--- config.mk ---
export PLATFORM = sky130hd
export DESIGN_NAME = identifier_regs
export DESIGN_NICKNAME = d
export VERILOG_FILES = /design/src/rtl/identifier_pkg.sv /design/src/rtl/identifier_uptime.sv /design/src/rtl/identifier_regs.sv
export SDC_FILE = /design/constraint.sdc
export NUM_CORES = 1
export LEC_CHECK = 0
export ABC_CLOCK_PERIOD_IN_PS = 4700
export BUFFER_PORTS_ARGS = -buffer_cell sky130_fd_sc_hd__buf_2
export CAP_MARGIN = 15
export CELL_PAD_IN_SITES_DETAIL_PLACEMENT = 0
export CELL_PAD_IN_SITES_GLOBAL_PLACEMENT = 1
export CORE_MARGIN = 4
export CORE_UTILIZATION = 38
export DETAILED_ROUTE_END_ITERATION = 8
export GPL_TIMING_DRIVEN = 0
export PLACE_DENSITY_LB_ADDON = 0.1
export SLEW_MARGIN = 30
export SYNTH_ARGS = -nofsm -noshare
export SYNTH_HDL_FRONTEND = slang
export SYNTH_SLANG_ARGS = --single-unit
--- constraint.sdc ---
create_clock -name aclk -period 4.7 [get_ports aclk]
set_input_delay 0.47 -clock aclk [delete_from_list [all_inputs] [get_ports aclk]]
set_output_delay 0.47 -clock aclk [all_outputs]
set_load 0.05 [all_outputs]
--- src/rtl/identifier_pkg.sv ---
// identifier_pkg -- shared register map, response codes and feature bits for identifier_regs (rev 1.0)
`default_nettype none

package identifier_pkg;

  localparam int NAME_CHARS = 16;

  localparam logic [1:0] RESP_OKAY   = 2'b00;
  localparam logic [1:0] RESP_SLVERR = 2'b10;

  localparam int OFF_HASH      = 'h00;
  localparam int OFF_NAME0     = 'h04;
  localparam int OFF_VERSION   = 'h14;
  localparam int OFF_INFO      = 'h18;
  localparam int OFF_SCRATCH   = 'h1C;
  localparam int OFF_UPTIME_LO = 'h20;
  localparam int OFF_UPTIME_HI = 'h24;
  localparam int OFF_USER0     = 'h28;

  localparam int FEAT_UPTIME_BIT = 0;

  typedef struct packed {
    logic [31:0] data;
    logic [1:0]  resp;
  } rd_result_t;

endpackage

`default_nettype wire

--- src/rtl/identifier_uptime.sv ---
// identifier_uptime -- free-running 64-bit uptime counter with a high-word shadow for coherent reads (rev 1.0)
`default_nettype none

module identifier_uptime (
  input  logic        clk,
  input  logic        rst_n,
  input  logic        latch_hi,
  output logic [31:0] lo,
  output logic [31:0] hi
);

  logic [63:0] count;
  logic [31:0] shadow;

  // The shadow captures the high word on the same edge the low word is read out.
  always_ff @(posedge clk or negedge rst_n) begin
    if (!rst_n) begin
      count  <= '0;
      shadow <= '0;
    end else begin
      count <= count + 64'd1;
      if (latch_hi) begin
        shadow <= count[63:32];
      end
    end
  end

  assign lo = count[31:0];
  assign hi = shadow;

endmodule

`default_nettype wire

--- src/rtl/identifier_regs.sv ---
// identifier_regs -- AXI4-Lite identification/status registers; uptime counter built when IDENTIFIER_UPTIME_EN is defined (rev 1.0)
`default_nettype none

module identifier_regs
  import identifier_pkg::*;
#(
  parameter              NAME          = "TEST",
  parameter logic [31:0] HASH          = 32'h0,
  parameter logic [15:0] MAJOR_VERSION = 16'd1,
  parameter logic [15:0] MINOR_VERSION = 16'd0,
  parameter logic [15:0] PATCH_VERSION = 16'd0,
  parameter int          NUM_USER      = 0,
  parameter int          ADDR_WIDTH    = 8
) (
  input  logic                                     aclk,
  input  logic                                     aresetn,
  input  logic                                     ctrl_awvalid,
  output logic                                     ctrl_awready,
  input  logic [ADDR_WIDTH-1:0]                    ctrl_awaddr,
  input  logic                                     ctrl_wvalid,
  output logic                                     ctrl_wready,
  input  logic [31:0]                              ctrl_wdata,
  input  logic [3:0]                               ctrl_wstrb,
  output logic                                     ctrl_bvalid,
  input  logic                                     ctrl_bready,
  output logic [1:0]                               ctrl_bresp,
  input  logic                                     ctrl_arvalid,
  output logic                                     ctrl_arready,
  input  logic [ADDR_WIDTH-1:0]                    ctrl_araddr,
  output logic                                     ctrl_rvalid,
  input  logic                                     ctrl_rready,
  output logic [31:0]                              ctrl_rdata,
  output logic [1:0]                               ctrl_rresp,
  input  logic [((NUM_USER > 0) ? NUM_USER : 1)*32-1:0] user_info
);

  localparam int IW       = ADDR_WIDTH - 2;
  localparam int NAME_LEN = $bits(NAME) / 8;

`ifdef IDENTIFIER_UPTIME_EN
  localparam logic [7:0] FEATURES = 8'(1 << FEAT_UPTIME_BIT);
`else
  localparam logic [7:0] FEATURES = 8'h00;
`endif

  function automatic logic [IW-1:0] word_idx(input int off);
    return IW'(off / 4);
  endfunction

  // Character 0 of the name is the leftmost character of the string literal.
  logic [8*NAME_CHARS-1:0] name_flat;
  for (genvar i = 0; i < NAME_CHARS; i++) begin : g_name
    if (i < NAME_LEN) begin : g_char
      assign name_flat[8*i +: 8] = NAME[8*(NAME_LEN-1-i) +: 8];
    end else begin : g_pad
      assign name_flat[8*i +: 8] = 8'h20;
    end
  end

  logic [IW-1:0] rd_idx;
  logic [IW-1:0] wr_idx;
  logic          rd_fire;
  logic          wr_fire;
  logic          wr_is_scratch;
  logic [31:0]   scratch;
  rd_result_t    rd_next;

  assign rd_idx        = ctrl_araddr[ADDR_WIDTH-1:2];
  assign wr_idx        = ctrl_awaddr[ADDR_WIDTH-1:2];
  assign ctrl_arready  = !ctrl_rvalid;
  assign rd_fire       = ctrl_arvalid && ctrl_arready;
  assign ctrl_awready  = ctrl_awvalid && ctrl_wvalid && !ctrl_bvalid;
  assign ctrl_wready   = ctrl_awready;
  assign wr_fire       = ctrl_awready;
  assign wr_is_scratch = (wr_idx == word_idx(OFF_SCRATCH));

`ifdef IDENTIFIER_UPTIME_EN
  logic [31:0] up_lo;
  logic [31:0] up_hi;
  logic        latch_hi;

  assign latch_hi = rd_fire && (rd_idx == word_idx(OFF_UPTIME_LO));

  identifier_uptime u_uptime (
    .clk      (aclk),
    .rst_n    (aresetn),
    .latch_hi (latch_hi),
    .lo       (up_lo),
    .hi       (up_hi)
  );
`endif

  always_comb begin
    rd_next = '{data: 32'h0, resp: RESP_SLVERR};
    if (rd_idx == word_idx(OFF_HASH)) begin
      rd_next = '{data: HASH, resp: RESP_OKAY};
    end
    for (int j = 0; j < NAME_CHARS / 4; j++) begin
      if (rd_idx == word_idx(OFF_NAME0 + 4 * j)) begin
        rd_next = '{data: name_flat[32*j +: 32], resp: RESP_OKAY};
      end
    end
    if (rd_idx == word_idx(OFF_VERSION)) begin
      rd_next = '{data: {MAJOR_VERSION, MINOR_VERSION}, resp: RESP_OKAY};
    end
    if (rd_idx == word_idx(OFF_INFO)) begin
      rd_next = '{data: {PATCH_VERSION, 8'(NUM_USER), FEATURES}, resp: RESP_OKAY};
    end
    // Registered scratch value, so a same-cycle write is not visible to this read.
    if (rd_idx == word_idx(OFF_SCRATCH)) begin
      rd_next = '{data: scratch, resp: RESP_OKAY};
    end
`ifdef IDENTIFIER_UPTIME_EN
    if (rd_idx == word_idx(OFF_UPTIME_LO)) begin
      rd_next = '{data: up_lo, resp: RESP_OKAY};
    end
    if (rd_idx == word_idx(OFF_UPTIME_HI)) begin
      rd_next = '{data: up_hi, resp: RESP_OKAY};
    end
`endif
    for (int k = 0; k < NUM_USER; k++) begin
      if (rd_idx == word_idx(OFF_USER0 + 4 * k)) begin
        rd_next = '{data: user_info[32*k +: 32], resp: RESP_OKAY};
      end
    end
  end

  always_ff @(posedge aclk or negedge aresetn) begin
    if (!aresetn) begin
      ctrl_rvalid <= 1'b0;
      ctrl_rdata  <= 32'h0;
      ctrl_rresp  <= RESP_OKAY;
    end else if (rd_fire) begin
      ctrl_rvalid <= 1'b1;
      ctrl_rdata  <= rd_next.data;
      ctrl_rresp  <= rd_next.resp;
    end else if (ctrl_rvalid && ctrl_rready) begin
      ctrl_rvalid <= 1'b0;
    end
  end

  always_ff @(posedge aclk or negedge aresetn) begin
    if (!aresetn) begin
      ctrl_bvalid <= 1'b0;
      ctrl_bresp  <= RESP_OKAY;
      scratch     <= 32'h0;
    end else if (wr_fire) begin
      ctrl_bvalid <= 1'b1;
      ctrl_bresp  <= wr_is_scratch ? RESP_OKAY : RESP_SLVERR;
      if (wr_is_scratch) begin
        for (int b = 0; b < 4; b++) begin
          if (ctrl_wstrb[b]) begin
            scratch[8*b +: 8] <= ctrl_wdata[8*b +: 8];
          end
        end
      end
    end else if (ctrl_bvalid && ctrl_bready) begin
      ctrl_bvalid <= 1'b0;
    end
  end

  // Byte-offset bits and surplus user words are intentionally ignored.
  logic unused_bits;
  assign unused_bits = ^{ctrl_araddr[1:0], ctrl_awaddr[1:0], user_info};

endmodule

`default_nettype wire

# Yosys cells after proc, flatten, opt, wreduce, memory -nomap -nowiden

Index checks and enable logic that the tools add are counted.

Register bits: 70
Output and inout bits: 41

Eq/ne operators: 8
Muxes and demuxes: 13
Reductions and logical operators: 14

Operator list:

| cell               | number |
|---|---|
| $mux 34            | 5 |
| $mux 33            | 2 |
| $eq 6x3->1 const B | 5 |
| $eq 6x2->1 const B | 2 |
| $reduce_and 3->1   | 4 |
| $eq 6x1->1 const B | 1 |
| $logic_not 6->1    | 1 |
| $logic_and 1x1->1  | 5 |
| $mux 1             | 4 |
| $mux 2             | 2 |
| $reduce_bool 2->1  | 2 |
| $logic_not 1->1    | 2 |

# Longest topological paths before layout

Depth after elaboration: 9
Gate-level depth with buffers: 5

# Least setup slack after synthesis

OpenSTA, ideal clock, no wires.

Path kind: flip-flop to flip-flop
Start point: reg ctrl_bvalid
End point: reg scratch[0]
Library setup time: 125 ps
Arrival: 1845 ps
Required time: 4575 ps
Slack: 2730 ps
Cell stages (with the launch flop): 6
Buffers on the path: 2
Cell sequence: dfrtp_1 -> and3b_1 -> buf_2 -> and4_1 -> buf_4 -> mux2_2

Longest elaborated chain between the ends: 3

RTL lines:

| what                              | line                   | source |
|---|---|---|
| start, declared                   | identifier_regs.sv:24  | `output logic ctrl_bvalid,` |
| start signal, assigned            | identifier_regs.sv:144 | `ctrl_bvalid <= 1'b0;` |
| start signal, assigned            | identifier_regs.sv:148 | `ctrl_bvalid <= 1'b1;` |
| start signal, assigned            | identifier_regs.sv:158 | `ctrl_bvalid <= 1'b0;` |
| $logic_not 1->1                   | identifier_regs.sv:72  | `assign ctrl_awready = ctrl_awvalid && ctrl_wvalid && !ctrl_bvalid;` |
| $logic_and 1x1->1                 | identifier_regs.sv:72  |  |
| named net ctrl_awready            | identifier_regs.sv:18  | `output logic ctrl_awready,` |
| $reduce_and 3->1 (no source line) | -                      |  |
| end signal, assigned by index     | identifier_regs.sv:153 | `scratch[8*b +: 8] <= ctrl_wdata[8*b +: 8];` |
| end, declared                     | identifier_regs.sv:65  | `logic [31:0] scratch;` |

The timed path passes the listed nets, and every way through them passes these cells.
A chain may end at the register's enable or synchronous reset.

# Worst setup path in the final report

Start point: reg ctrl_bvalid
End point: out ctrl_wready

Longest elaborated chain between the ends: 2

RTL lines:

| what              | line                  | source |
|---|---|---|
| $logic_not 1->1   | identifier_regs.sv:72 |  |
| $logic_and 1x1->1 | identifier_regs.sv:72 |  |
| end, declared     | identifier_regs.sv:21 | `output logic ctrl_wready,` |

Every way passes these cells.

==> flow_summary.toml <==
[synthesis]
synth_top_cell_by_area = "dfrtp_1"
syn-cell-area_mm2 = 0.002860
synth_seq_area_share_pct = 59.49
synth.most_common_cell = "dfrtp_1"
synth_edf_count = 0
synth_ff_type = "dfrtp_1"
ys_types = 30
synth_commonest_cells = "dfrtp_1, mux2_2, nand2_1, nor2_1, a21oi_1"
ys_async_sr_fraction_pct = 100.0
ys_seq_elements = 68
synth_warnings = 0
yosys-top-cells-area = "dfrtp_1, mux2_2, nand2_1, o21ai_2, a21oi_1"
syn-instance-count = 241
netlist.area_leader.share_pct = 59.49
avgSynthCellArea_um2 = 11.87

[floorplanning]
core_area_mm2 = 0.007292
start_util_pct = 39.22
io_pins = 132
rows = 31
die_h_um = 94.76
fp.dieW_um = 94.76
die_area_mm2 = 0.008979

[final_layout]
fin_cells = 451
final_nets = 438
fin_util_pct = 51.39
antennaDiodeCount = 0
drive_gt1_share_pct = 47.73
finalInstanceArea_mm2 = 0.003747
fill_cells = 742
syn_to_final_growth_pct = 31.01

[job]
cap_violations = 0

[worst_setup_path]
path_cells = "and3b_1 > buf_2 > buf_4 > buf_2"
ff2ff_path_depth = 5
crit_top_cell = "buf_2"
required_ns = 4.23
critical_path.startpoint_type = "register"
worstSetupPathType = "reg2out"
crit_fanout = 9
startpoint = "ctrl_bvalid$_DFFE_PN0P_"
r2r_slack_ns = 3.06
reg2reg_to = "scratch[8]$_DFFE_PN0P_"
timing.rr.start = "ctrl_bvalid$_DFFE_PN0P_"
critPathMaxStageDelay_ns = 0.39
worstPathArrival_ns = 1.47
cpMaxStageDelayCell = "dfrtp_1"
endpoint_kind = "output pin"

[route]
drtIter0Drc = 55
drc = 0
wl_mm = 6.559
dr_wl_met2_mm = 3.046
met3_length_um = 508
vias_per_cell = 4.718
ant_nets = 0
dr.max_layer_used = "met4"
wl_per_cell_um = 14.54
wl_met1_mm = 2.979
vias = 2128
firstDrtPassIters = 7

[clocking]
clkTransAtPathRegs_ns = 0.07
numCtsBuffers = 9
clock_latency_ns = 0.34
cts_resized = 0
htree_levels = 3
clock_sinks = 68
cts_buffer_depth = 2
cts_hold_buffers = 0
cts_root_buf = "clkbuf_8"
cts_setup_buffers = 0
cts_tree = "yes"

[sta]
fin_setup_tns_ns = 0
hold_viol_final = 0
period_share_pct = 41.38
finClkSkew_ns = 0.006119
rsz0062_at_grt = "no"
finalCriticalPeriod_ns = 1.945
relSlewSlack_pct = 52.48
fmax_mhz = 514.2
worstMarginPinSlew_ns = 0.7098
slew_viol_final = 0
setup_violations = 0
holdWs_ns = 0.03461

[pwr]
peakVddDrop_mv = 0.2117
switching_power_uw = 466.5
power_density_mw_per_mm2 = 422.6
combPwrFrac_pct = 19.1
power_frac_seq_pct = 41.3
pwr-share-clk_pct = 39.6
leakage_nw = 1.918
switching_share_pct = 29.46
cell_internal_pwr_mw = 1.117

[placement]
gp_congestion = 0.6878
dpl.hpwl_mm = 4.740
dpl_cell_area_mm2 = 0.003483
placedCellCount = 435
portBuffers = 93

[grt]
grt_pass1_vias = 2103
grt_pass1_wl_mm = 10.53
grt_max_degree = 45
antenna_found_initial = 0
grt_usage_pct = 15.66
grt-ovfl-total = 0

[min_path]
hp-class = "in2async"

[run_status]
status = "complete, no violations"
==> cells in the final DEF, fill, tap and decap left out, types with 6 or more instances in the layout <==
master / Yosys / layout
dfrtp_1: 68 / 68
nor2_1: 18 / 18
buf_2: 2 / 94
clkbuf_8: 0 / 9
mux2_2: 33 / 33
o21ai_0: 8 / 8
clkbuf_1: 7 / 8
nand2_1: 32 / 32
o21ai_2: 10 / 10
buf_4: 5 / 6
a21oi_1: 16 / 16
nand3_1: 12 / 12
==> worst max-delay path: cells and delay by family, from the launching register on <==
family	cells	cell delay (ns)
buf+inv	3	0.56
flops	1	0.39
simple gates	1	0.20
==> cell type report <==
class                           count  area, µm²  share of cell area (%)
Tap cell                           99      123.9                   3.306
Clock inverter                      6      136.4                   3.639
Buffer                             18      111.4                   2.972
Sequential cell                    68       1702                   45.41
Inverter                            2      7.507                  0.2003
Clock buffer                       10      127.6                   3.406
Multi-Input combinational cell    154       1044                   27.85
Timing Repair Buffer               94      495.5                   13.22
==> how the worst max path moves through the flow <==
stage                              end  cells past startpoint  slack (ns)
5_1_grt                    ctrl_wready                      4        2.64
3_3_place_gp   scratch[28]$_DFFE_PN0P_                      1        2.76
2_1_floorplan   scratch[0]$_DFFE_PN0P_                      5        2.73
6_report                   ctrl_wready                      4        2.76
3_5_place_dp   scratch[19]$_DFFE_PN0P_                      4        2.79
4_1_cts                    ctrl_wready                      4        2.71
==> logic make-up after synthesis <==
kind of cell / Yosys count / share of synthesized area [%]
AND/OR/NAND/NOR: 77 / 14.04
flip-flops: 68 / 59.49
AO/OA/AOI/OAI: 42 / 9.187
multiplexers: 33 / 12.99
buffers and inverters: 20 / 4.156
other: 1 / 0.1311
==> flip-flops by register name (all words and copies together), names as in the netlist <==
register,cells
ctrl_bresp,1
scratch,32
ctrl_rresp,1
ctrl_rvalid,1
ctrl_bvalid,1
ctrl_rdata,32
==> power groups by stage <==
stage,registers [mW],logic (mW),clock network (mW)
global route,0.659,0.326,0.673
global placement,0.664,0.301,0
finish,0.653,0.303,0.627
floorplan,0.783,0.0836,0
detailed placement,0.664,0.307,0
CTS,0.654,0.307,0.651
==> metal layers <==
metal  global-route usage, %  up-vias
li1                        -     1037
met3                   7.012        2
met2                   23.49       66
met5                       0        -
met4                   3.966        0
met1                   20.70     1023
==> per-stage QoR <==
step                setup WS (ns)  total power, mW
global route                2.642            1.659
global placement            2.762           0.9645
detailed placement          2.790           0.9708
finish                      2.755            1.584
floorplan                   2.730           0.8664
CTS                         2.708            1.612
Note: power is estimated with default switching activity, not from simulation.
